<file path="src/rtl/durum_zamanlayici.sv">
// durum_zamanlayici: shares one external serial detector FSM between two requesters.
// A granted word is fed into the FSM LSB first. The FSM's Moore output is sampled after
// every bit, and the collected bits are published as one result word.
//
// Ports:
//   saat            clock, rising edge
//   reset           asynchronous, active-low
//   istek0/1        job request, held until the matching kabul pulse
//   veri0/1         input word of each requester, sampled at grant
//   kabul0/1        one-cycle grant pulse (the TEMIZLE cycle of the job)
//   fsm_reset       synchronous reset to the external FSM
//   fsm_giris       serial bit into the external FSM
//   fsm_cikis       registered Moore output of the external FSM
//   sonuc           collected FSM outputs of the last completed job
//   sonuc_gecerli   one-cycle pulse when sonuc is updated
//   sonuc_kimlik    requester index that owns sonuc
//   mesgul          controller is not idle
module durum_zamanlayici #(
    parameter int unsigned UZUNLUK = 8
) (
    input  logic               saat,
    input  logic               reset,
    input  logic               istek0,
    input  logic               istek1,
    input  logic [UZUNLUK-1:0] veri0,
    input  logic [UZUNLUK-1:0] veri1,
    output logic               kabul0,
    output logic               kabul1,
    output logic               fsm_reset,
    output logic               fsm_giris,
    input  logic               fsm_cikis,
    output logic [UZUNLUK-1:0] sonuc,
    output logic               sonuc_gecerli,
    output logic               sonuc_kimlik,
    output logic               mesgul
);

    localparam int unsigned   SW      = $clog2(UZUNLUK);
    localparam logic [SW-1:0] SON_BIT = SW'(UZUNLUK - 1);
    localparam logic [SW-1:0] BIR     = SW'(1);

    typedef enum logic [2:0] {
        StBosta,
        StTemizle,
        StKaydir,
        StOrnek,
        StTamam
    } durum_e;

    durum_e             durum_q, durum_d;
    logic [SW-1:0]      sayac_q;
    logic [UZUNLUK-1:0] kelime_q;
    logic [UZUNLUK-2:0] topla_q;
    logic [UZUNLUK-1:0] sonuc_q;
    logic               kimlik_q;
    logic               son_q;
    logic               sonuc_kimlik_q;
    logic               secim;
    logic               temizle;

    // Contention goes to the requester not served last; otherwise the only requester wins.
    always_comb begin
        if (istek0 && istek1) begin
            secim = ~son_q;
        end else begin
            secim = ~istek0;
        end
    end

    always_ff @(posedge saat or negedge reset) begin
        if (!reset) begin
            durum_q <= StBosta;
        end else begin
            durum_q <= durum_d;
        end
    end

    always_comb begin
        durum_d       = durum_q;
        kabul0        = 1'b0;
        kabul1        = 1'b0;
        temizle       = 1'b0;
        fsm_giris     = 1'b0;
        sonuc_gecerli = 1'b0;
        unique case (durum_q)
            StBosta: begin
                if (istek0 || istek1) begin
                    durum_d = StTemizle;
                end
            end
            StTemizle: begin
                durum_d = StKaydir;
                kabul0  = ~kimlik_q;
                kabul1  = kimlik_q;
                temizle = 1'b1;
            end
            StKaydir: begin
                fsm_giris = kelime_q[sayac_q];
                if (sayac_q == SON_BIT) begin
                    durum_d = StOrnek;
                end
            end
            StOrnek: begin
                durum_d = StTamam;
            end
            StTamam: begin
                durum_d       = StBosta;
                sonuc_gecerli = 1'b1;
            end
            default: begin
                durum_d = StBosta;
            end
        endcase
    end

    // The external FSM is held in reset along with this block.
    assign fsm_reset    = ~reset | temizle;
    assign mesgul       = (durum_q != StBosta);
    assign sonuc        = sonuc_q;
    assign sonuc_kimlik = sonuc_kimlik_q;

    always_ff @(posedge saat or negedge reset) begin
        if (!reset) begin
            sayac_q        <= '0;
            kelime_q       <= '0;
            topla_q        <= '0;
            sonuc_q        <= '0;
            kimlik_q       <= 1'b0;
            son_q          <= 1'b1;
            sonuc_kimlik_q <= 1'b0;
        end else begin
            case (durum_q)
                StBosta: begin
                    if (istek0 || istek1) begin
                        kelime_q <= secim ? veri1 : veri0;
                        kimlik_q <= secim;
                        son_q    <= secim;
                    end
                end
                StTemizle: begin
                    sayac_q <= '0;
                end
                StKaydir: begin
                    // fsm_cikis now shows the state after bit sayac_q-1 was consumed.
                    if (sayac_q != '0) begin
                        topla_q[sayac_q - BIR] <= fsm_cikis;
                    end
                    sayac_q <= sayac_q + BIR;
                end
                StOrnek: begin
                    // Last bit is taken straight into the result so it is visible in TAMAM.
                    sonuc_q        <= {fsm_cikis, topla_q};
                    sonuc_kimlik_q <= kimlik_q;
                end
                default: begin
                end
            endcase
        end
    end

endmodule

</file>
<file path="config.mk">
export PLATFORM = sky130hd
export DESIGN_NAME = durum_zamanlayici
export DESIGN_NICKNAME = d
export VERILOG_FILES = /design/src/rtl/durum_zamanlayici.sv
export SDC_FILE = /design/constraint.sdc
export NUM_CORES = 1
export LEC_CHECK = 0
export ABC_AREA = 1
export BUFFER_PORTS_ARGS = -buffer_cell sky130_fd_sc_hd__clkbuf_2
export CORE_MARGIN = 5
export CORE_UTILIZATION = 35
export DETAILED_ROUTE_END_ITERATION = 6
export PLACE_DENSITY = 0.63
export SYNTH_ARGS = -nofsm -noshare
export SYNTH_HDL_FRONTEND = slang
export SYNTH_SLANG_ARGS = --single-unit
export TNS_END_PERCENT = 30
</file>
<file path="constraint.sdc">
create_clock -name saat -period 1.61 [get_ports saat]
set_clock_uncertainty 0.05 [all_clocks]
set_input_delay 0.0805 -clock saat [delete_from_list [all_inputs] [get_ports saat]]
set_output_delay 0.0805 -clock saat [all_outputs]
set_load 0.1 [all_outputs]
</file>
**After elaboration in Yosys (flattened, before gate mapping)**

Cells that the tools add are included.

- Bits of input ports: 21
- Bits in registers: 32
- Word-level logic and storage cells: 51
- Output and inout bits: 15

- Bitwise gates (word level): 5
- $lt $le $gt $ge: 3
- Multiplexer cells: 16
- Reduce and logical (&&, ||, !) cells: 10
- Add/subtract/negate cells: 2
- Equal/unequal tests: 7

Operator list:

| kind | number |
|---|---|
| case mux 3 bit (4 select lines) | 1 |
| < comparator 3 x 4 -> 1 bit (second input constant) | 2 |
| two-way mux 1 bit | 8 |
| two-way mux 8 bit | 1 |
| bitwise mux 7 bit | 1 |
| == test 3 x 2 -> 1 bit (second input constant) | 2 |
| == test 3 bit (second input constant) | 2 |
| two-way mux 3 bit | 2 |
| case mux 3 bit (2 select lines) | 1 |
| AND reduction 2 bit | 3 |
| nonzero test 3 bit | 2 |
| != test 2 bit (second input constant) | 2 |
| inverter 1 bit | 4 |
| adder 3 x 1 -> 3 bit (second input constant) | 1 |
| binary-select mux 1 bit (select 3 bit) | 1 |
| demux 1 bit (select 3 bit) | 1 |
| == test 3 x 1 -> 1 bit (second input constant) | 1 |
| greater-or-equal comparator 3 x 1 -> 1 bit (second input constant) | 1 |
| zero test 3 bit | 1 |
| subtractor 3 x 1 -> 3 bit (second input constant) | 1 |
| logical AND 1 bit | 2 |
| nonzero test 2 bit | 1 |
| logical OR 1 bit | 1 |
| bitwise OR 1 bit | 1 |

**Longest topological paths before layout**

- Word-level depth: 6
- Gate-level depth with buffers: 10
- Gate-level depth less buffers: 10

**Least setup slack after synthesis**

No wires, ideal clock.

- Path type: reg-to-output
- Start: register durum_q[1]
- End: output sonuc_gecerli
- Arrival: 2516 ps
- Slack: -1036 ps
- Data required time: 1479 ps
- Buffers on the path: 0
- Stages on the path, launching flop included: 2
- Path through: dfrtp_1 -> nor3_1

- Word-level cells in the longest chain between the ends: 2

Ends and longest elaborated chain:

| item | RTL line | RTL |
|---|---|---|
| start: declaration | 50 | `durum_e durum_q, durum_d;` |
| start signal: assignment | 72 | `durum_q <= StBosta;` |
| start signal: assignment | 74 | `durum_q <= durum_d;` |
| == test 3 bit | 85 | `unique case (durum_q)` |
| two-way mux 1 bit | 85 |  |
| end: declaration | 33 | `output logic sonuc_gecerli,` |

Every way passes these cells.

**Worst setup path after layout**

- Start: register sayac_q[0]
- End: output fsm_giris

- Word-level cells in the longest chain between the ends: 3

Ends and longest elaborated chain:

| item | RTL line | RTL |
|---|---|---|
| start: declaration | 51 | `logic [SW-1:0] sayac_q;` |
| start signal: assignment | 148 | `sayac_q <= sayac_q + BIR;` |
| binary-select mux 1 bit (select 3 bit) | 98 | `fsm_giris = kelime_q[sayac_q];` |
| two-way mux 1 bit (implied by the code) | 98 |  |
| two-way mux 1 bit | 85 |  |
| end: declaration | 30 | `output logic fsm_giris,` |

Every way passes these cells. The select of a mux whose other input is x is not followed.

==> flow_summary.yaml <==
job:
  drv_cap: 0
yosys:
  syn-num-nets: 248
  syn_area_per_cell_um2: 7.52
  syn-cell-area_um2: 1680
  synth.distinct_cells: 21
  syn_inst: 223
  ys_seq_elements: 32
  yosysWarnings: 0
  ys_seq_area_share_pct: 47.8
detailed_routing:
  wl_per_cell_um: 10.4
  via_count: 1460
  drtPass1Iterations: 4
  vias_per_cell: 4.46
  wirelength_um: 3390
  ant_nets: 0
  drc_errors: 0
  dr.first_iter.drc_count: 82
sta:
  hold_viol: 0
  finalSetupViolations: 0
  maxSlewHeadroom_pct: 63.9
  finalWorstPathRequiredPeriod_ns: 1.55
  max_freq_mhz: 646
  worst_slew_pin_slew_ns: 0.543
  slew_violations: 0
  rsz0062_at_grt: "yes"
  fin_crit_sh_pct: 96.1
  fin_setup_tns_ns: 0
global_route:
  grt.total_usage_pct: 11.6
  grt_max_degree: 33
  grt_pass1_vias: 1356
  gr-total-overflow: 0
  grt_pass1_wl_um: 5870
  antenna_found_initial: 0
floorplan:
  rows: 25
  initial_core_util_pct: 35.7
  dieArea_um2: 6270
  die_height_um: 79.2
  io_pins: 36
  die_x_um: 79.2
  core_um2: 4690
critical_path:
  crit_path_end_kind: "primary output"
  crit_arrival_ns: 1.42
  critical_path.startpoint_type: "flip-flop"
  cp_max_fo: 5
  critPathKind: "flip-flop to primary output"
  cp_data_required_time_ns: 1.48
cts:
  clk_latency_ns: 0.28
  tritoncts: "done"
  cts_buffer_depth: 2
  cts.reportedPaths.clkPinSlew_ns: 0.06
  cts_made_buffers: 5
  cts_root_buf: "clkbuf_8"
  h-tree-depth: 2
  cts_sinks: 32
cells_and_area:
  diodes: 0
  layout-drive-gt1-share_pct: 30.0
  layout_commonest_cell: "nand2_1"
  final_cell_mix: "87 x nand2_1, 36 x inv_1, 29 x dfrtp_1, 29 x clkbuf_2, 17 x nand3_1"
  nets: 298
  finalNonFillerCells: 327
  finish.utilization_pct: 47.2
  fin_area_um2: 2210
  area_delta_synth_final_pct: 32.1
min_path:
  hp-class: "primary input to flip-flop"
placed_design:
  post-place-cells: 316
  placed_cell_area_um2: 2040
  dp_hpwl_um: 2470
  gp_congestion: 0.758
  place.port_buffers: 35
run_status:
  outcome: "finished, final reports clean"
## area by class of cell
type                    instances  area [um^2]
fillers                       464         2480
flip-flops and latches         32          805
multi-input cells             147          769
repair buffers                 45          338
inverters                      42          158
clock buffers                   6         72.6
well taps                      54         67.6
clock inverters                 1         5.00
## repair_timing
| item | in CTS | in global routing |
|---|---|---|
| pin swaps | 1 | 6 |
| hold buffers | 1 | 0 |
| hold endpoints to repair | 31 | 0 |
| resized for setup | 1 | 20 |
| setup endpoints to repair | 2 | 8 |
| setup buffers | 1 | 2 |
## synthesized netlist by cell type (all sizes together)
library cell / n / area (um^2)
inv: 40 / 150
a21oi: 3 / 37.5
nor3: 1 / 5.00
dfstp: 1 / 26.3
o21ai: 7 / 35.0
nor3b: 1 / 7.51
buf: 2 / 16.3
nor2: 12 / 67.6
clkinv: 2 / 7.51
ha: 4 / 50.1
nand2: 95 / 372
nand3: 21 / 105
o22ai: 2 / 12.5
xnor2: 1 / 8.76
dfrtp: 31 / 776
## critical path, stage by stage, from the launching register on
cell	delay (ns)
dfrtp_1	0.38
inv_2	0.06
buf_6	0.13
nand2_2	0.05
nand3_2	0.06
nand3_2	0.08
nand2_2	0.07
nor2_4	0.13
buf_12	0.18
## final timing paths
check                                       start                      end  slack [ns]  cells past startpoint
max                        sayac_q[0]$_DFFE_PN0P_                fsm_giris        0.06                      8
min                                      veri1[3]  kelime_q[3]$_DFFE_PN0P_        0.04                      5
max reg2reg                sayac_q[0]$_DFFE_PN0P_   topla_q[5]$_DFFE_PN0P_        0.13                      8
min reg2reg                topla_q[2]$_DFFE_PN0P_     sonuc[2]$_DFFE_PN0P_        0.42                      2
max in group asynchronous                   reset        son_q$_DFFE_PN1P_        0.85                      3
min in group asynchronous                   reset     sonuc[2]$_DFFE_PN0P_        0.33                      3
## sequential cells by signal, indices dropped and copies added (netlist names)
signal        count
sayac_q           3
durum_q           3
son_q             1
kimlik_q          1
sonuc_kimlik      1
kelime_q          8
sonuc             8
topla_q           7
## routing by layer
| metal | part of all wire (%) | global-route usage [%] |
|---|---|---|
| met5 | 0 | 0 |
| met4 | 1.2 | 4.64 |
| met3 | 3.3 | 2.72 |
| met2 | 47 | 18.4 |
| met1 | 48 | 15.3 |
## per-stage QoR
stage | worst slack (ns) | hold slack [ns]
after global placement | 0.151 | 0.120
after detailed placement | 0.0697 | 0.120
final | 0.0629 | 0.0430
after global routing | -0.0376 | 0.0469
after CTS | 0.00460 | 0.0390
after floorplan | -0.125 | -0.265
## logic make-up (layout without fill, tap and decap cells)
family,count (synthesis),after routing,share of synthesized area (%)
AO/OA/AOI/OAI,12,12,5.07
XOR/XNOR,1,1,0.522
adder cells (fa/ha/maj),4,4,2.99
buffers and inverters,44,94,10.4
flip-flops,32,32,47.8
AND/OR/NAND/NOR,130,130,33.2
Power is not shown: default switching activity piles up to over one toggle a cycle in this logic, so the estimate is an artifact.
